File: config.mk
export PLATFORM = sky130hd
export DESIGN_NAME = hart_mem_arbiter
export DESIGN_NICKNAME = d
export VERILOG_FILES = /design/src/rtl/hart_mem_arbiter.sv
export SDC_FILE = /design/constraint.sdc
export NUM_CORES = 1
export LEC_CHECK = 0
export ABC_AREA = 1
export CAP_MARGIN = 40
export CELL_PAD_IN_SITES_DETAIL_PLACEMENT = 2
export CELL_PAD_IN_SITES_GLOBAL_PLACEMENT = 2
export CORE_UTILIZATION = 20
export CTS_BUF_LIST = sky130_fd_sc_hd__clkbuf_16
export DETAILED_ROUTE_END_ITERATION = 8
export HOLD_SLACK_MARGIN = 0.1
export PLACE_DENSITY = 0.82
export SYNTH_ARGS = -nofsm -noshare
export SYNTH_HDL_FRONTEND = slang
export SYNTH_SLANG_ARGS = --single-unit
File: constraint.sdc
create_clock -name i_clk -period 2.9 [get_ports i_clk]
set_clock_uncertainty 0.15 [all_clocks]
set_input_delay 0.87 -clock i_clk [delete_from_list [all_inputs] [get_ports i_clk]]
set_output_delay 0.87 -clock i_clk [all_outputs]
set_load 0.01 [all_outputs]
File: src/rtl/hart_mem_arbiter.sv
// -----------------------------------------------------------------------------
// hart_mem_arbiter
//
// Purpose:
//   Single-port arbiter between one HART's instruction-fetch port and its
//   data-memory port, in front of a shared external memory bus. Grants one
//   request at a time, holds the granted request's fields registered on the
//   bus until i_BUS_ready, then returns the captured read data to the owner
//   with a one-cycle ready pulse. Every transaction walks IDLE -> BUSY -> RESP.
//
// Configuration:
//   ARVI_ARB_RR_EN  defined   : round-robin between fetch and data when both
//                               request in the same IDLE cycle.
//                   undefined : fixed priority, data wins.
//   PC_RESET        macro giving the default o_BUS_addr value after reset.
//
// Ports:
//   i_clk, i_rst                    clock, synchronous active-high reset
//   i_IC_DataReq, i_IM_Addr         fetch request / address
//   o_IM_Instr, o_IC_MemReady       fetch response word / one-cycle pulse
//   i_DM_MemRead, i_DM_Wen          load / store request (store wins if both)
//   i_DM_Addr, i_DM_Wd, i_DM_f3     data address, store data, funct3
//   o_DM_ReadData, o_DM_data_ready  data response word / one-cycle pulse
//   o_BUS_req, o_BUS_addr, o_BUS_wdata, o_BUS_wen, o_BUS_f3   bus request
//   i_BUS_rdata, i_BUS_ready        bus response, honoured only in BUSY
// -----------------------------------------------------------------------------
`ifndef PC_RESET
`define PC_RESET 32'h0000_0000
`endif

module hart_mem_arbiter #(
  parameter int unsigned     XLEN     = 32,
  parameter logic [XLEN-1:0] PC_RESET = `PC_RESET
) (
  input  logic            i_clk,
  input  logic            i_rst,
  input  logic            i_IC_DataReq,
  input  logic [XLEN-1:0] i_IM_Addr,
  output logic [XLEN-1:0] o_IM_Instr,
  output logic            o_IC_MemReady,
  input  logic            i_DM_MemRead,
  input  logic            i_DM_Wen,
  input  logic [XLEN-1:0] i_DM_Addr,
  input  logic [XLEN-1:0] i_DM_Wd,
  input  logic [2:0]      i_DM_f3,
  output logic [XLEN-1:0] o_DM_ReadData,
  output logic            o_DM_data_ready,
  output logic            o_BUS_req,
  output logic [XLEN-1:0] o_BUS_addr,
  output logic [XLEN-1:0] o_BUS_wdata,
  output logic            o_BUS_wen,
  output logic [2:0]      o_BUS_f3,
  input  logic [XLEN-1:0] i_BUS_rdata,
  input  logic            i_BUS_ready
);

`ifdef ARVI_ARB_RR_EN
  localparam logic RR_EN = 1'b1;
`else
  localparam logic RR_EN = 1'b0;
`endif

  localparam logic [2:0] F3_WORD = 3'b010;

  typedef enum logic [1:0] {
    S_IDLE = 2'd0,
    S_BUSY = 2'd1,
    S_RESP = 2'd2
  } state_e;

  state_e          state_q;
  logic            owner_q;       // 0 = fetch, 1 = data
  logic            last_grant_q;  // 0 = fetch, 1 = data
  logic            bus_req_q;
  logic [XLEN-1:0] addr_q;
  logic [XLEN-1:0] wdata_q;
  logic            wen_q;
  logic [2:0]      f3_q;
  logic [XLEN-1:0] rdata_q;
  logic            ic_rdy_q;
  logic            dm_rdy_q;

  logic            data_req;
  logic            any_req;
  logic            grant_data_d;
  logic [XLEN-1:0] addr_d;
  logic [XLEN-1:0] wdata_d;
  logic            wen_d;
  logic [2:0]      f3_d;

  // Winner selection and the bus fields it would load. With round-robin
  // disabled the last_grant term is masked off, so data always wins a tie.
  always_comb begin
    data_req     = i_DM_MemRead | i_DM_Wen;
    any_req      = data_req | i_IC_DataReq;
    grant_data_d = data_req & (~i_IC_DataReq | ~last_grant_q | ~RR_EN);
    addr_d       = i_IM_Addr;
    wdata_d      = '0;
    wen_d        = 1'b0;
    f3_d         = F3_WORD;
    if (grant_data_d) begin
      addr_d  = i_DM_Addr;
      wdata_d = i_DM_Wd;
      wen_d   = i_DM_Wen;
      f3_d    = i_DM_f3;
    end
  end

  always_ff @(posedge i_clk) begin
    if (i_rst) begin
      state_q      <= S_IDLE;
      owner_q      <= 1'b0;
      last_grant_q <= 1'b1;
      bus_req_q    <= 1'b0;
      addr_q       <= PC_RESET;
      wdata_q      <= '0;
      wen_q        <= 1'b0;
      f3_q         <= 3'b000;
      rdata_q      <= '0;
      ic_rdy_q     <= 1'b0;
      dm_rdy_q     <= 1'b0;
    end else begin
      case (state_q)
        S_IDLE: begin
          ic_rdy_q <= 1'b0;
          dm_rdy_q <= 1'b0;
          if (any_req) begin
            addr_q       <= addr_d;
            wdata_q      <= wdata_d;
            wen_q        <= wen_d;
            f3_q         <= f3_d;
            owner_q      <= grant_data_d;
            last_grant_q <= grant_data_d;
            bus_req_q    <= 1'b1;
            state_q      <= S_BUSY;
          end
        end
        S_BUSY: begin
          // Bus fields stay frozen here; only the bus completion matters.
          if (i_BUS_ready) begin
            rdata_q   <= i_BUS_rdata;
            bus_req_q <= 1'b0;
            ic_rdy_q  <= ~owner_q;
            dm_rdy_q  <= owner_q;
            state_q   <= S_RESP;
          end
        end
        S_RESP: begin
          // Never grant here: gives the requester one cycle to drop its request.
          ic_rdy_q <= 1'b0;
          dm_rdy_q <= 1'b0;
          state_q  <= S_IDLE;
        end
        default: begin
          bus_req_q <= 1'b0;
          ic_rdy_q  <= 1'b0;
          dm_rdy_q  <= 1'b0;
          state_q   <= S_IDLE;
        end
      endcase
    end
  end

  assign o_BUS_req       = bus_req_q;
  assign o_BUS_addr      = addr_q;
  assign o_BUS_wdata     = wdata_q;
  assign o_BUS_wen       = wen_q;
  assign o_BUS_f3        = f3_q;
  assign o_IM_Instr      = rdata_q;
  assign o_DM_ReadData   = rdata_q;
  assign o_IC_MemReady   = ic_rdy_q;
  assign o_DM_data_ready = dm_rdy_q;

endmodule

==> summary.md, run 1 <==
| Metric | Value |
|---|---|
| Power Total | between 4 and 5 mW |
| Area of the core | about 0.023 sq mm |
| Pwr/cell area | 523 mW/mm^2 |
| Layout cells sized above 1 | ~4.2% |
| Port Buf Inserts | ~270 |
| Postcts setup bufs | 0 |
| Tightest Pin Transition | 428 ps |
| First-pass GRT wire length | 28.1 mm |
| Initial core utilization | around a fifth |
| Clock Latency Late Sink | 350 ps |
| Total GRT Usage | 15.1% |
| Final nets | ~1000 |
| F_max | roughly 430 MHz |
| Via density | 4.27 |
| IO Pins | 272 |
| Comb pwr share | about a quarter |
| Hold buffers post-CTS | 0 |
| Root Buffer | clkbuf_16 |
| Max clock buf depth | 2 |
| Drt wl/cell | 15.0 microns |
| Sequential share of the synthesized area | 45.9% |
| Worst EP required | 1880 ps |
| Critical Path Sink Type | primary output |
| Reg2Reg Depth | 4 |
| DP Area | 0.00742 sq mm |
| Hold Path Cell Cnt | 2 |
| Cell taking the most area after synthesis | dfxtp_1 |
| Initial antenna violation count | 1 |
| Leakage | roughly 3.2 nW |
| H-tree levels | 3 |
| Hold Crit Class | reg -> reg |
| TritonRoute pass-1 iters | 4 |
| Die height | 154 microns |
| Async S/R FF share, synth | 0% |
| Final hold vios | 0 |
| Synth area leaders | dfxtp_1 46%, nand2_1 17%, a21oi_1 7.6% |
| Full die area | 0.0237 sq mm |
| Clock power frac | 32.1% |
| FILL cells | 2633 |
| Maximum VDD drop | 247 uV |
| Drt total wl | 17.7 mm |
| Vias in the first global route | 5306 |
| # setup viols final | 0 |
| Syn Area/Cell | 6.89 sq um |
| Outcome | complete, no violations |
| RePlAce Congestion | 0.726 |
| Yosys top cell area share | between 40% and 50% |
| Row cnt | 55 |
| Die Span X | approximately 150 microns |
| Placed cell count | approximately 1200 |
| Multi-input logic area | 0.00179 sq mm |
| Syn Inst Count | 671 |
| Sequential Power Share | 41.3% |
| Max cap viols | 0 |
| Post-Place Setup Slack | 252 ps |
| Post-Route Utilization | 34.2% |
| Area Overhead vs Synth | 67.3% |
| Max incr delay on CP | 610 ps |
| Relative slew slack | 71.4% |
| Post-synth top flop | dfxtp_1 |
| Crit path max fanout | 2 |
| Most common cell in the netlist | nand2_1 |
| Post-Syn Nets | 808 |
| Final Cell Area | 0.00773 sq mm |
| EDFF count, synth | 0 |
| Arrival @ worst endpoint | 1300 ps |
| Non-filler cells in the finished layout | 1185 |
| Post-synth top cells | 204 x nand2_1, 106 x dfxtp_1, 71 x nor2_1 |
| Crit path launch type | flip-flop |
| P_int | 2.86 mW |
| CP cell instances | clkdlybuf4s50_1 |
| Number of synthesized register bits | 106 |
| Remaining antenna violation count after routing | 0 |
| DRC viols | 0 |
| Tmin final | 2320 ps |
| Post-synthesis cell type count | 16 |
| Post-DP HPWL | 13.3 mm |
| RSZ-0062 raised after global routing | no |
| Slowest cell on the critical path | clkdlybuf4s50_1 |
| Clock transition at path regs | 70 ps |
| Type of the worst setup path | reg -> out |
| Resized cells post-CTS | 0 |
| Switching power total | 1.19 mW |
| Grt ovf | 0 |
| Largest net degree at the start of global routing | 39 |
| Top delay family on crit path | buffers and inverters |
| Number of cells on the critical path | 1 |
| Slew Viols, Final | 0 |
| Clk sinks | about 110 |
| Net Sw Frac | 29.4% |
| Total number of vias | about 5100 |
| CTS tree | built |
| DRT iter0 DRCs | 128 |
| Register Area | 0.00212 sq mm |
| Setup WS post-layout | 576 ps |
| Final setup TNS | 0 ps |
| Synth Cell Area | 0.00462 sq mm |
| Worst hold slack | 317 ps |
| Number of CTS-inserted buffers | 9 |
| Tcrit/Tclk final | about 80% |
| Worst Path Buf+Inv | 1 |
| Warnings, synthesis | 0 |
==> per-layer routing <==
layer | vias up | track usage [%] | share of wire [%]
li1 | 2474 | - | -
met1 | 2395 | 15.7 | 39
met2 | 167 | 28.0 | 52
met3 | 20 | 5.19 | 7.2
met4 | 0 | 5.10 | 2.1
met5 | - | 0 | 0
==> state kept, by name, indices dropped and copies added, names as in the netlist <==
name	count
o_BUS_f3	3
o_IC_MemReady	1
o_DM_data_ready	1
o_BUS_wen	1
owner_q	1
state_q	2
o_DM_ReadData	32
o_BUS_req	1
o_BUS_addr	32
o_BUS_wdata	32
==> power by group through the flow <==
| stage | registers, mW | clock network, mW | logic, mW |
|---|---|---|---|
| CTS | 1.68 | 1.38 | 1.10 |
| global route | 1.69 | 1.42 | 1.18 |
| global placement | 1.70 | 0 | 1.07 |
| finish | 1.67 | 1.30 | 1.08 |
| floorplan | 1.75 | 0 | 0.430 |
| detailed placement | 1.71 | 0 | 1.10 |
==> logic make-up after synthesis <==
logic type	count (synthesis)	synth area share, %
AO/OA/AOI/OAI	105	11.4
flip-flops	106	45.9
AND/OR/NAND/NOR	317	27.2
buffers and inverters	143	15.5
==> cells in the final DEF (no fill, tap or decap), types with 7 or more instances in the layout <==
cell type        count
nand2_1            203
inv_1               69
nor2_1              71
clkdlybuf4s50_1    271
dfxtp_1            106
buf_4                7
clkbuf_16            9
o21ai_1             12
a21oi_1             70
o21ai_0             23
nand3_1             36
==> final timing paths <==
check / startpoint / endpoint / slack, ps
worst max-delay path: o_BUS_f3[1] / o_BUS_f3[1] / 580
worst min-delay path: o_DM_ReadData[6] / o_DM_ReadData[6] / 320
worst max register to register: state_q[0] / o_DM_ReadData[27] / 1350
worst min register to register: o_DM_ReadData[6] / o_DM_ReadData[6] / 320
==> final cells by class <==
| class | instances | share of cell area [%] |
|---|---|---|
| diodes | 1 | 0.0324 |
| clock buffers | 9 | 2.91 |
| clock inverters | 7 | 1.07 |
| inverters | 71 | 3.45 |
| multi-input cells | 422 | 23.2 |
| flip-flops and latches | 106 | 27.4 |
| well taps | 285 | 4.61 |
| repair buffers | 284 | 37.3 |
Note: power is estimated with default switching activity, not from simulation.
==> run 2, diff against run 1 <==
--- a/config.mk
+++ b/config.mk
@@ -9,11 +9,11 @@
 export CAP_MARGIN = 40
 export CELL_PAD_IN_SITES_DETAIL_PLACEMENT = 2
 export CELL_PAD_IN_SITES_GLOBAL_PLACEMENT = 2
-export CORE_UTILIZATION = 20
+export CORE_UTILIZATION = 19
 export CTS_BUF_LIST = sky130_fd_sc_hd__clkbuf_16
 export DETAILED_ROUTE_END_ITERATION = 8
 export HOLD_SLACK_MARGIN = 0.1
-export PLACE_DENSITY = 0.82
+export PLACE_DENSITY = 0.79
 export SYNTH_ARGS = -nofsm -noshare
 export SYNTH_HDL_FRONTEND = slang
 export SYNTH_SLANG_ARGS = --single-unit
==> constraint.sdc (replaced) <==
create_clock -name i_clk -period 2.4 [get_ports i_clk]
set_clock_uncertainty 0.15 [all_clocks]
set_input_delay 0.72 -clock i_clk [delete_from_list [all_inputs] [get_ports i_clk]]
set_output_delay 0.72 -clock i_clk [all_outputs]
set_load 0.01 [all_outputs]
==> run 2 against run 1 <==
Sequential share of layout area is 0.23 points lower. Worst hold slack worse by 3.2 ps. Largest power group unchanged. Register-to-register slack worse by 450 ps. Non-clock buffer count stayed put. Largest cell class unchanged. First-iteration DRC count is 26% lower. Utilization is 1.2 points lower. Global-route usage is 0.66 points lower. Clock power is 22% higher. Via count is 0.32% higher. Critical endpoint is now o_DM_ReadData[5]. Count of clock-buffer cells in the layout stayed put. Design area is 0.86% higher.
==> summary.md, run 2 (synthesis results as in run 1) <==
| Metric | Value |
|---|---|
| Power Total | 4.93 mW (was 4.04 mW) |
| First-pass GRT wire length | 27.9 mm (was 28.1 mm) |
| DP Area | 0.00749 sq mm (was 0.00742 sq mm) |
| Final nets | 1031 (unchanged) |
| Hold Path Cell Cnt | 2 (unchanged) |
| WHS Endpoint | owner_q (was o_DM_ReadData[6]) |
| Slowest cell on the critical path | clkdlybuf4s50_1 (unchanged) |
| Net Sw Frac | 28.2% (was 29.4%) |
| Clk sinks | 106 (unchanged) |
| RSZ-0062 raised after global routing | no (unchanged) |
| RePlAce Congestion | 0.681 (was 0.726) |
| R2r setup slk | 900 ps (was 1350 ps) |
| Hold buffers post-CTS | 0 (unchanged) |
| Comb pwr share | 26.7% (was 26.6%) |
| H-tree levels | 3 (unchanged) |
| IO Pins | 272 (unchanged) |
| Hold Crit Class | reg -> reg (unchanged) |
| Outcome | complete, no violations (unchanged) |
| Port Buf Inserts | 271 (unchanged) |
| Reg2Reg Depth | 4 (unchanged) |
| Pwr/cell area | 632 mW/mm^2 (was 523 mW/mm^2) |
| Relative slew slack | 70.8% (was 71.4%) |
| Grt ovf | 0 (unchanged) |
| Worst hold slack | 314 ps (was 317 ps) |
| Switching power total | 1.39 mW (was 1.19 mW) |
| Slew Viols, Final | 0 (unchanged) |
| Full die area | 0.0249 sq mm (was 0.0237 sq mm) |
| Setup WS post-layout | 175 ps (was 576 ps) |
| Row cnt | 56 (was 55) |
| ANT cells | 0 (was 1) |
| Most frequent cells in the layout | 271 x clkdlybuf4s50_1, 203 x nand2_1, 106 x dfxtp_1 (unchanged) |
| Clock Latency Late Sink | 350 ps (about the same) |
| Maximum VDD drop | 305 uV (was 247 uV) |
| Non-filler cells in the finished layout | 1217 (was 1185) |
| Post-Route Utilization | 32.9% (was 34.2%) |
| Die Span X | 158 microns (was 154 microns) |
| Tmin final | between 2000 and 2500 ps |
| Max incr delay on CP | 610 ps (about the same) |
| Sequential Power Share | 41.0% (was 41.3%) |
| CP cell instances | clkdlybuf4s50_1 (unchanged) |
| Tcrit/Tclk final | 92.7% |
| Leakage | 3.18 nW (was 3.17 nW) |
| Worst Path Buf+Inv | 1 (unchanged) |
| Die height | 158 microns (was 154 microns) |
| Crit path launch type | flip-flop (unchanged) |
| Commonest non-fill, non-tap cell in the layout | clkdlybuf4s50_1 (unchanged) |
| CTS tree | built (unchanged) |
| Max clock buf depth | 2 (unchanged) |
| Largest net degree at the start of global routing | 65 (was 39) |
| Area of the core | 0.0237 sq mm (was 0.0226 sq mm) |
| Type of the worst setup path | reg -> out (unchanged) |
| Total number of vias | 5072 (was 5056) |
| Postcts setup bufs | 0 (unchanged) |
| Worst EP required | 1530 ps (was 1880 ps) |
| Register Area | 0.00212 sq mm (unchanged) |
| Root Buffer | clkbuf_16 (unchanged) |
| P_int | 3.53 mW (was 2.86 mW) |
| FILL cells | 2761 (was 2633) |
| Clock transition at path regs | 70 ps (about the same) |
| Multi-input logic area | 0.00179 sq mm (unchanged) |
| Top delay family on crit path | buffers and inverters (unchanged) |
| Initial core utilization | 19.5% (was 20.4%) |
| Remaining antenna violation count after routing | 0 (unchanged) |
| Drt total wl | 18.1 mm (was 17.7 mm) |
| Initial antenna violation count | 0 (was 1) |
| Clock power frac | 32.2% (was 32.1%) |
| Max cap viols | 0 (unchanged) |
| Arrival @ worst endpoint | 1360 ps (was 1300 ps) |
| Final setup TNS | 0 ps (unchanged) |
| Vias in the first global route | 5379 (was 5306) |
| Final Cell Area | 0.00780 sq mm (was 0.00773 sq mm) |
| Hold_sp | owner_q (was o_DM_ReadData[6]) |
| TritonRoute pass-1 iters | 4 (unchanged) |
| F_max | around 450 MHz |
| DRC viols | 0 (unchanged) |
| R2r startpoint | state_q[0] (unchanged) |
| Crit path max fanout | 3 (was 2) |
| Post-Place Setup Slack | 84.6 ps (was 252 ps) |
| Final hold vios | 0 (unchanged) |
| Via density | 4.17 (was 4.27) |
| Reg2Reg Capture Point | o_DM_ReadData[13] (was o_DM_ReadData[27]) |
| Total GRT Usage | 14.4% (was 15.1%) |
| DRT iter0 DRCs | 95 (was 128) |
| Drt wl/cell | 14.9 microns (was 15.0 microns) |
| Tightest Pin Transition | 438 ps (was 428 ps) |
| Resized cells post-CTS | 0 (unchanged) |
| Area Overhead vs Synth | 68.8% (was 67.3%) |
| Number of CTS-inserted buffers | 9 (unchanged) |
| Post-DP HPWL | 13.6 mm (was 13.3 mm) |
| Critical Path Sink Type | primary output (unchanged) |
| Layout cells sized above 1 | 3.90% (was 4.23%) |
| # setup viols final | 0 (unchanged) |
| Placed cell count | 1202 (was 1168) |
## run 2: how the worst max path moves through the flow
stage                      from  cells past startpoint          endpoint
5_1_grt        o_DM_ReadData[2]                      1  o_DM_ReadData[2]
6_report       o_DM_ReadData[5]                      1  o_DM_ReadData[5]
4_1_cts        o_DM_ReadData[5]                      1  o_DM_ReadData[5]
3_3_place_gp           i_DM_Wen                      7   o_BUS_wdata[16]
2_1_floorplan          i_DM_Wen                      8     o_BUS_addr[0]
3_5_place_dp           i_DM_Wen                      8    o_BUS_addr[11]
## run 2: layer usage
layer,vias up,global-route usage [%],wire length [microns]
met5,-,0,0
met4,0,4.44,348
met3,18,4.57,1320
met2,162,27.1,9290
met1,2420,15.1,7170
li1,2472,-,-
## run 2: final cells by class
| class | instances | share of cell area (%) |
|---|---|---|
| repair buffers | 284 | 37.3 |
| multi-input cells | 422 | 23.0 |
| well taps | 319 | 5.12 |
| inverters | 71 | 3.42 |
| flip-flops and latches | 106 | 27.2 |
| clock inverters | 6 | 1.07 |
| clock buffers | 9 | 2.89 |
## run 2: power by group through the flow
stage | registers, mW | logic (mW) | clock network, mW
after CTS | 2.03 | 1.35 | 1.68
after global placement | 2.05 | 1.31 | 0
after floorplan | 2.12 | 0.520 | 0
after global routing | 2.04 | 1.45 | 1.74
after detailed placement | 2.06 | 1.34 | 0
final | 2.02 | 1.32 | 1.59
